**src/rtl/bin2bcd_pkg.sv**
```systemverilog
// Shared types and constant helpers for the sequential binary-to-BCD converter.
package bin2bcd_pkg;

    localparam int unsigned BCD_W = 4;

    typedef enum logic [1:0] {
        StIdle,
        StShift,
        StFin
    } state_e;

    // 10^n-1; growth stops once past 32 bits, which keeps the 64-bit value exact
    // for any comparison against an operand of up to 32 bits.
    function automatic logic [63:0] pow10_m1(input int unsigned n);
        logic [63:0] p;
        p = 64'd1;
        for (int unsigned i = 0; i < n; i++) begin
            if (p < 64'h1_0000_0000) begin
                p = p * 64'd10;
            end
        end
        return p - 64'd1;
    endfunction

    function automatic int unsigned clog2(input int unsigned v);
        int unsigned r;
        r = 0;
        while ((64'd1 << r) < 64'(v)) begin
            r++;
        end
        return r;
    endfunction

endpackage

```
**src/rtl/bin2bcd_seq_add3.sv**
```systemverilog
// Double-dabble digit correction: add 3 to any BCD digit of 5 or more before the shift.
module bcd_add3
    import bin2bcd_pkg::*;
(
    input  logic [BCD_W-1:0] digit,
    output logic [BCD_W-1:0] fixed
);

    always_comb begin
        fixed = (digit >= BCD_W'(5)) ? digit + BCD_W'(3) : digit;
    end

endmodule

```
**src/rtl/bin2bcd_seq.sv**
```systemverilog
// Multi-cycle binary-to-BCD converter (one operand bit per clock) with start/busy/done
// handshake, overflow saturation and a leading-zero mask for display blanking.
module bin2bcd_seq
    import bin2bcd_pkg::*;
#(
    parameter int unsigned BIN_W  = 16,
    parameter int unsigned DIGITS = 5
) (
    input  logic                      CLK,
    input  logic                      RST,
    input  logic                      START,
    input  logic [BIN_W-1:0]          BIN,
    output logic                      BUSY,
    output logic                      DONE,
    output logic [BCD_W*DIGITS-1:0]   BCD,
    output logic                      OVF,
    output logic [DIGITS-1:0]         LZ_MASK
);

    localparam int unsigned ACC_W = BCD_W * DIGITS;
    localparam int unsigned CNT_W = clog2(BIN_W + 1);
    localparam logic [63:0] MAXV = pow10_m1(DIGITS);
    localparam logic [DIGITS-1:0] LZ_RST = ~DIGITS'(1);

    state_e state_q, state_d;

    logic [BIN_W-1:0]  sr_q;
    logic [ACC_W-1:0]  acc_q;
    logic [ACC_W-1:0]  acc_adj;
    logic [CNT_W-1:0]  cnt_q;
    logic              ovf_pend_q;
    logic [ACC_W-1:0]  bcd_q;
    logic              ovf_q;
    logic [DIGITS-1:0] lz_q;
    logic [ACC_W-1:0]  res_bcd;
    logic [DIGITS-1:0] res_lz;
    logic [63:0]       bin_ext;
    logic              accept;
    logic              last;

    for (genvar i = 0; i < DIGITS; i++) begin : g_add3
        bcd_add3 u_add3 (
            .digit (acc_q[BCD_W*i +: BCD_W]),
            .fixed (acc_adj[BCD_W*i +: BCD_W])
        );
    end

    assign bin_ext = 64'(BIN);
    assign accept  = START && (state_q != StShift);
    // Counter reaches BIN_W after the last shift; that extra cycle commits the result.
    assign last    = (cnt_q == CNT_W'(BIN_W));

    always_ff @(posedge CLK) begin
        if (RST) begin
            state_q <= StIdle;
        end else begin
            state_q <= state_d;
        end
    end

    always_comb begin
        state_d = state_q;
        unique case (state_q)
            StIdle:  if (START) state_d = StShift;
            StShift: if (last)  state_d = StFin;
            StFin:   state_d = START ? StShift : StIdle;
            default: state_d = StIdle;
        endcase
    end

    always_comb begin
        BUSY    = (state_q == StShift);
        DONE    = (state_q == StFin);
        BCD     = bcd_q;
        OVF     = ovf_q;
        LZ_MASK = lz_q;
    end

    always_comb begin
        logic run;
        res_bcd = acc_q;
        if (ovf_pend_q) begin
            for (int i = 0; i < int'(DIGITS); i++) begin
                res_bcd[BCD_W*i +: BCD_W] = BCD_W'(9);
            end
        end
        res_lz = '0;
        run    = 1'b1;
        for (int i = int'(DIGITS) - 1; i >= 1; i--) begin
            run       = run && (res_bcd[BCD_W*i +: BCD_W] == '0);
            res_lz[i] = run;
        end
    end

    always_ff @(posedge CLK) begin
        if (RST) begin
            sr_q       <= '0;
            acc_q      <= '0;
            cnt_q      <= '0;
            ovf_pend_q <= 1'b0;
            bcd_q      <= '0;
            ovf_q      <= 1'b0;
            lz_q       <= LZ_RST;
        end else begin
            if (accept) begin
                sr_q       <= BIN;
                acc_q      <= '0;
                cnt_q      <= '0;
                ovf_pend_q <= (bin_ext > MAXV);
            end else if (state_q == StShift && !last) begin
                // Carries out of the top digit are dropped; saturation covers those cases.
                {acc_q, sr_q} <= {acc_adj, sr_q} << 1;
                cnt_q         <= cnt_q + CNT_W'(1);
            end
            if (state_q == StShift && last) begin
                bcd_q <= res_bcd;
                ovf_q <= ovf_pend_q;
                lz_q  <= res_lz;
            end
        end
    end

endmodule

```
**config.mk**
```make
export PLATFORM = sky130hd
export DESIGN_NAME = bin2bcd_seq
export DESIGN_NICKNAME = d
export VERILOG_FILES = /design/src/rtl/bin2bcd_pkg.sv /design/src/rtl/bin2bcd_seq_add3.sv /design/src/rtl/bin2bcd_seq.sv
export SDC_FILE = /design/constraint.sdc
export NUM_CORES = 1
export LEC_CHECK = 0
export CAP_MARGIN = 15
export CORE_MARGIN = 10
export CORE_UTILIZATION = 57
export DETAILED_ROUTE_END_ITERATION = 10
export HOLD_SLACK_MARGIN = 0.02
export PLACE_DENSITY_LB_ADDON = 0.1
export SYNTH_ARGS = -nofsm -noshare
export SYNTH_HDL_FRONTEND = slang
export SYNTH_SLANG_ARGS = --single-unit
export TNS_END_PERCENT = 1
```
**constraint.sdc**
```tcl
create_clock -name CLK -period 2.9 [get_ports CLK]
set_clock_uncertainty 0.2 [all_clocks]
set_input_delay 0.58 -clock CLK [delete_from_list [all_inputs] [get_ports CLK]]
set_output_delay 0.58 -clock CLK [all_outputs]
set_load 0.02 [all_outputs]
```
* Word level (Yosys, flattened, before mapping)
Cells that the tools add are included.
Cells by class: equality and inequality tests 6, reductions and logical operators 15, magnitude comparators 6, multiplexer cells 12, add/subtract/negate cells 6
Operator list (number):
- $mux W16 | 2
- $ge A4 B3 Y1 const B | 5
- $mux W20 | 1
- $gt A16 B17 Y1 const B | 1
- $add A4 B2 Y4 const B | 4
- $logic_not A4 Y1 | 4
- $mux W4 | 4
- $logic_and A1 B1 Y1 | 6
- $pmux W2 S3 | 1
- $add A5 B1 Y5 const B | 1
- $eq A5 B5 Y1 const B | 1
- $mux W2 | 2
- $ne A2 B1 Y1 const B | 2
- $add A3 B2 Y3 const B | 1
- $mux W3 | 1
- $eq A2 B1 Y1 const B | 1
- $eq A2 B2 Y1 const B | 1
- $logic_not A2 Y1 | 1
- $ne A2 B2 Y1 const B | 1
- $reduce_and A2 Y1 | 1
- $reduce_bool A2 Y1 | 1
- $reduce_or A2 Y1 | 1
- $logic_not A1 Y1 | 1
- $mux W1 | 1
Word-level totals: output and inout bits 28, input bits 19, word-level logic and storage cells 53, bits in registers 69

* Depth between registers and ports, before layout
Gate-level depths: netlist of the first run.
word-level depth 5, mapped depth 7, depth with buffers taken out 6

* Cells and area by module
Synthesis of the first run repeated with hierarchy kept, for this count alone.
Unflattened totals: cells, all modules 384, area, all modules 3113.0 sq um
By module, submodules not included:
- bin2bcd_seq | area an instance 2606.2 sq um, sequential area each 1341.3 sq um, cells each 304, instances 1
- bcd_add3 | area an instance 101.3 sq um, sequential area each 0.0 sq um, cells each 16, instances 5

* Worst setup path after synthesis of the first run
No wires, ideal clock.
path type input port to flip-flop, start input port RST, end register cnt_q[0], required time 2.572 ns, buffers on the path 2, setup slack 1.201 ns, library setup time 0.128 ns, stages on the path 4, data arrival time 1.371 ns, cell sequence clkbuf_1 a21o_1 clkbuf_1 nor2_1
On the way: word-level cells in the longest chain between the ends 1
Ends and longest elaborated chain:
- from (decl) | line bin2bcd_seq.sv:10 | input logic RST,
- $reduce_or A2 Y1 (no source line)
- to (signal assigned) | line bin2bcd_seq.sv:113 | cnt_q <= cnt_q + CNT_W'(1);
- to (decl) | line bin2bcd_seq.sv:30 | logic [CNT_W-1:0] cnt_q;
No other way between the ends. A chain may end at the register's enable or synchronous reset.

* Worst setup path after layout of the first run
start register state_q[0], end output port BUSY
On the way: word-level cells in the longest chain between the ends 1
Ends and longest elaborated chain:
- from (decl) | line bin2bcd_seq.sv:25 | state_e state_q, state_d;
- from (signal assigned) | line bin2bcd_seq.sv:55 | state_q <= StIdle;
- from (signal assigned) | line bin2bcd_seq.sv:57 | state_q <= state_d;
- $eq A2 B1 Y1 | line bin2bcd_seq.sv:72 | BUSY = (state_q == StShift);
- to (decl) | line bin2bcd_seq.sv:13 | output logic BUSY,
No other way between the ends.

==> results of run 1 <==
per-layer routing:
metal | vias up | global-route usage | wire length [um]
li1 | 1254 | - | -
met1 | 1154 | 0.186 | 2990
met2 | 51 | 0.271 | 3120
met3 | 9 | 0.0444 | 316
met4 | 0 | 0.0887 | 110
met5 | - | 0 | 0
through the flow:
stage / worst slack (ns) / instances / hold WS, ns / total power, W
global route: 0.388 / 458 / 0.279 / 0.00208
floorplan: 1.20 / 341 / 0.232 / 0.00109
global placement: 0.559 / 442 / 0.240 / 0.00114
finish: 0.471 / 458 / 0.254 / 0.00200
detailed placement: 0.576 / 442 / 0.246 / 0.00114
CTS: 0.449 / 458 / 0.256 / 0.00201
final timing paths:
kind	endpoint	slack [ns]	cells past startpoint	startpoint
worst max-delay path	BUSY	0.47	3	state_q[0]
worst min-delay path	BCD[12]	0.25	2	BCD[12]
worst max register to register	LZ_MASK[3]	0.84	6	cnt_q[0]
worst min register to register	BCD[12]	0.25	2	BCD[12]
critical path: cells and delay by family, from the launching register on:
kind                   cells  cell delay (ns)
and+or+nand+nor            1             0.11
buffers and inverters      2             0.80
DFF                        1             0.39
power groups by stage:
stage                     clock [W]  combinational (W)  sequential [W]
after detailed placement          0           0.000163        0.000978
after global placement            0           0.000160        0.000978
after CTS                  0.000887           0.000164        0.000957
final                      0.000875           0.000164        0.000958
after global routing       0.000934           0.000182        0.000960
after floorplan                   0           0.000116        0.000974
kinds of logic (layout without fill, tap and decap cells):
group                      Yosys count  in the layout  synth area share
AOI/OAI and AO/OA                  103            103             0.203
xor gates and xnor gates             9              9            0.0264
adders and majority gates           15             15            0.0630
buffers and inverters               31             78            0.0491
DFF                                 67             67             0.450
muxes                                6              6            0.0243
other                                1              2           0.00126
and+or+nand+nor                    108            108             0.183
sequential cells by signal, summed over array words and instances (netlist names):
signal,cells
LZ_MASK,4
cnt_q,5
acc_q,20
sr_q,16
BCD,20
state_q,2
layout make-up:
class,instances,area [um2],share of cell area
Sequential cell,67,1340,0.365
Clock buffer,11,151,0.0412
Inverter,13,48.8,0.0133
Tap cell,70,87.6,0.0238
Clock inverter,5,75.1,0.0204
Timing Repair Buffer,49,478,0.130
Multi-Input combinational cell,243,1500,0.407
cells in the final DEF (no fill, tap or decap), types with 4 or more instances in the layout:
master,count
a21oi_1,60
xnor2_1,6
nor2_1,14
buf_4,5
dfxtp_1,67
o21ai_1,5
ha_1,15
inv_1,12
nand2_1,60
mux2i_1,5
nand2b_1,6
clkdlybuf4s50_1,44
o21ai_0,9
nand3_1,7
nor3b_1,4
a22o_1,10
a22oi_1,15
clkbuf_8,11
==> impl_metrics.json, run 1 <==
{
  "period_needed_ns": 2.43,
  "critPathArrivalTime_ns": 1.65,
  "slew_headroom": 0.623,
  "powerDensity_mw_per_mm2": 543,
  "cp.required_ns": 2.12,
  "netlist.area_leader.share": 0.450,
  "status": "completed",
  "setup_tns_ns": 0,
  "end_kind": "primary output",
  "start_util": 0.587,
  "ant_nets": 0,
  "syn_area_mm2": 0.00298,
  "worstSetupStartpointType": "flop",
  "dp_hpwl_um": 4590,
  "clock_power_share": 0.438,
  "critPathSlowestCell": "clkdlybuf4s50_1",
  "synthTopCellsByCount": "67 x dfxtp_1, 60 x a21oi_1, 60 x nand2_1, 15 x a22oi_1, 15 x ha_1",
  "finalHoldViolations": 0,
  "setup_viol": 0,
  "routabilityCongestion": 0.839,
  "post-route-cell-area_mm2": 0.00368,
  "p_seq_frac": 0.480,
  "grt_max_degree": 33,
  "nFillCells": 427,
  "place_area_mm2": 0.00345,
  "synth_enable_flop_cells": 0,
  "htreeDepth": 3,
  "clk_pin_slew_ns": 0.07,
  "fin_crit_sh": 0.838,
  "tightest_slew_ns": 0.564,
  "syn_avg_cell_area_um2": 8.77,
  "p_sw_w": 0.000458,
  "vias_per_cell": 5.39,
  "rsz0062_at_grt": "no",
  "grt_pass1_wl_um": 11400,
  "synth.largest_area_cell": "dfxtp_1",
  "grt_usage": 0.163,
  "insertion_delay_ns": 0.34,
  "fin_nets": 417,
  "core_region_area_mm2": 0.00507,
  "utilization": 0.725,
  "post_cts_resized": 0,
  "syn_inst": 340,
  "max_stage_delay_ns": 0.64,
  "routedWlPerCell_um": 14.3,
  "synth-seq-area-share": 0.450,
  "yosys_most_used_dff": "dfxtp_1",
  "cp_max_fo": 7,
  "gr-total-overflow": 0,
  "switching_share": 0.229,
  "ir_drop_mv": 0.395,
  "postCtsSetupRepairBufs": 0,
  "die_w_um": 92.3,
  "clkSinkCount": 67,
  "post-route-drc-count": 0,
  "clockBufferDepth": 2,
  "hp-class": "reg -> reg",
  "grt_pass1_vias": 2488,
  "drv_cap": 0,
  "antenna_found_initial": 0,
  "io_pins": 47,
  "synthArstFlopShare": 0,
  "rows": 26,
  "crit_chain": "nand2b_4 > inv_2 > clkdlybuf4s50_1",
  "drive_gt1_frac": 0.0851,
  "routed_wl_um": 6540,
  "drv_slew": 0,
  "num_vias": 2468,
  "die-area_mm2": 0.00852,
  "syn2layout_area_growth_pct": 23.4,
  "power.leakage_nw": 1.35,
  "pwr-share-comb": 0.082,
  "drt_iter0_markers": 102,
  "critPathKind": "reg -> out",
  "num_antenna_cells": 0,
  "io_buffers": 44,
  "yosysMostFrequentCell": "dfxtp_1",
  "max_freq_ghz": 0.412,
  "hold_buffers": 0,
  "intPower_w": 0.00154,
  "cts_tree": "built",
  "synth_area_leaders": "dfxtp_1 45%, a21oi_1 10%, nand2_1 7.6%",
  "ys_types": 37,
  "dr.pass1.iters": 4,
  "ys_ff_latch": 67,
  "clockRootBuffer": "clkbuf_8",
  "die_y_um": 92.3,
  "numCtsBuffers": 9,
  "yosysWarnings": 0
}
Power figures use the tool's default switching activity.
==> run 2, diff against run 1 <==
--- a/config.mk
+++ b/config.mk
@@ -7,7 +7,7 @@
 export LEC_CHECK = 0
 export CAP_MARGIN = 15
 export CORE_MARGIN = 10
-export CORE_UTILIZATION = 57
+export CORE_UTILIZATION = 53
 export DETAILED_ROUTE_END_ITERATION = 10
 export HOLD_SLACK_MARGIN = 0.02
 export PLACE_DENSITY_LB_ADDON = 0.1
==> constraint.sdc (replaced) <==
create_clock -name CLK -period 2.35 [get_ports CLK]
set_clock_uncertainty 0.2 [all_clocks]
set_input_delay 0.47 -clock CLK [delete_from_list [all_inputs] [get_ports CLK]]
set_output_delay 0.47 -clock CLK [all_outputs]
set_load 0.02 [all_outputs]
==> run 2 against run 1 <==
Effect of this change: clock power grew 18%; sequential share of layout area shrank 0.16 points; wire length grew 0.60%; sequential power grew 23%; via count shrank 0.57%; die area grew 5.9%; combinational power grew 26%; core utilization shrank 5.0 points; clock-buffer cell count shrank 1; first-iteration DRC count grew 7.8%.
==> impl_metrics.json, run 2 (synthesis results as in run 1) <==
{
  "die_y_um": 95.0,
  "nFillCells": 500,
  "finalNonFillerCells": 464,
  "gr-total-overflow": 0,
  "powerDensity_mw_per_mm2": 653,
  "hold_start": "BCD[11]",
  "critPathKind": "reg -> out",
  "final_common_cell": "dfxtp_1",
  "rows": 27,
  "fin_crit_sh": 0.910,
  "die-area_mm2": 0.00902,
  "insertion_delay_ns": 0.35,
  "hold_path_depth": 2,
  "end_kind": "primary output",
  "worstReg2RegStart": "cnt_q[0]",
  "syn2layout_area_growth_pct": 24.0,
  "fin_nets": 421,
  "numCtsBuffers": 9,
  "rr_worst_depth": 7,
  "r2r_slack_ns": 0.38,
  "clockBufferDepth": 2,
  "cts_tree": "built",
  "period_needed_ns": 2.14,
  "num_vias": 2454,
  "finalHoldViolations": 0,
  "whs_ns": 0.255,
  "hold_path_end": "BCD[11]",
  "io_buffers": 44,
  "post-route-drc-count": 0,
  "grt_max_degree": 41,
  "switching_share": 0.237,
  "critPathArrivalTime_ns": 1.47,
  "rsz0062_at_grt": "no",
  "clockRootBuffer": "clkbuf_8",
  "layout_common_cells": "67 x dfxtp_1, 60 x nand2_1, 60 x a21oi_1, 43 x clkdlybuf4s50_1",
  "drive_gt1_frac": 0.0918,
  "pwr-share-comb": 0.085,
  "dp_cells": 448,
  "power.leakage_nw": 1.37,
  "p_total_w": 0.00241,
  "grt_usage": 0.156,
  "drv_cap": 0,
  "setup_tns_ns": 0,
  "ant_nets": 0,
  "post-route-cell-area_mm2": 0.00369,
  "place_area_mm2": 0.00348,
  "io_pins": 47,
  "crit_start": "state_q[0]",
  "clkSinkCount": 67,
  "tightest_slew_ns": 0.479,
  "die_w_um": 95.0,
  "intPower_w": 0.00184,
  "grt_pass1_wl_um": 11200,
  "clock_power_share": 0.425,
  "status": "completed",
  "max_freq_ghz": 0.468,
  "cp_max_fo": 3,
  "core_region_area_mm2": 0.00547,
  "grt_pass1_vias": 2420,
  "clk_pin_slew_ns": 0.07,
  "routabilityCongestion": 0.839,
  "p_sw_w": 0.000571,
  "ir_drop_mv": 0.490,
  "setup_viol": 0,
  "r2r-end": "BCD[7]",
  "slew_headroom": 0.674,
  "antenna_found_initial": 0,
  "dp_hpwl_um": 4750,
  "drt_iter0_markers": 110,
  "cp.required_ns": 1.68,
  "htreeDepth": 3,
  "p_seq_frac": 0.490,
  "postCtsSetupRepairBufs": 0,
  "dr.pass1.iters": 4,
  "num_antenna_cells": 0,
  "hp-class": "reg -> reg",
  "start_util": 0.545,
  "worstSetupStartpointType": "flop",
  "routed_wl_um": 6580,
  "drv_slew": 0,
  "vias_per_cell": 5.29,
  "routedWlPerCell_um": 14.2
}
[run 2: cell count changes in the layout (fill, tap and decap cells not counted), sizes merged]
| cell | delta |
|---|---|
| dlymetal6s2s | +1 |
| clkdlybuf4s50 | -1 |
| buf | +4 |
| clkbuf | -1 |
| clkinv | +1 |
[run 2: metrics by stage]
step | worst slack (ns) | util
2_1_floorplan | 0.657 | -
3_3_place_gp | 0.359 | 0.637
3_5_place_dp | 0.319 | 0.637
4_1_cts | 0.0299 | 0.675
5_1_grt | 0.158 | 0.675
6_report | 0.212 | 0.675
[run 2: power groups by stage]
stage | registers [W] | logic, W | clock network [W]
final | 0.00118 | 0.000206 | 0.00103
after global routing | 0.00118 | 0.000230 | 0.00108
after CTS | 0.00118 | 0.000208 | 0.00104
after detailed placement | 0.00121 | 0.000207 | 0
after global placement | 0.00121 | 0.000203 | 0
after floorplan | 0.00120 | 0.000143 | 0
[run 2: worst max-delay path: stages (launching register included)]
cell,delay (ns)
dfxtp_1,0.34
nor2b_1,0.15
clkdlybuf4s50_1,0.63
[run 2: routing by layer]
metal	share of wire	GRT usage
met4	0.020	0.0786
met5	0	0
met2	0.46	0.252
met1	0.46	0.183
met3	0.064	0.0460
[run 2: worst max-delay path by stage]
stage | endpoint | slack, ns | depth (start not counted)
CTS | BUSY | 0.03 | 3
detailed placement | acc_q[5] | 0.32 | 4
global route | DONE | 0.16 | 2
global placement | acc_q[9] | 0.36 | 4
finish | DONE | 0.21 | 2
floorplan | cnt_q[0] | 0.66 | 7
[run 2: what timing repair did]
| item | CTS | global route |
|---|---|---|
| gates resized for setup | 0 | 1 |
| hold buffers | 0 | 0 |
| setup endpoints to repair | 0 | 1 |
[run 2: area by class of cell]
class | count | area, um2 | share of cell area
clock buffers | 10 | 128 | 0.0345
clock inverters | 6 | 80.1 | 0.0217
inverters | 13 | 48.8 | 0.0132
multi-input cells | 243 | 1500 | 0.405
flip-flops and latches | 67 | 1340 | 0.363
well taps | 72 | 90.1 | 0.0244
repair buffers | 53 | 510 | 0.138
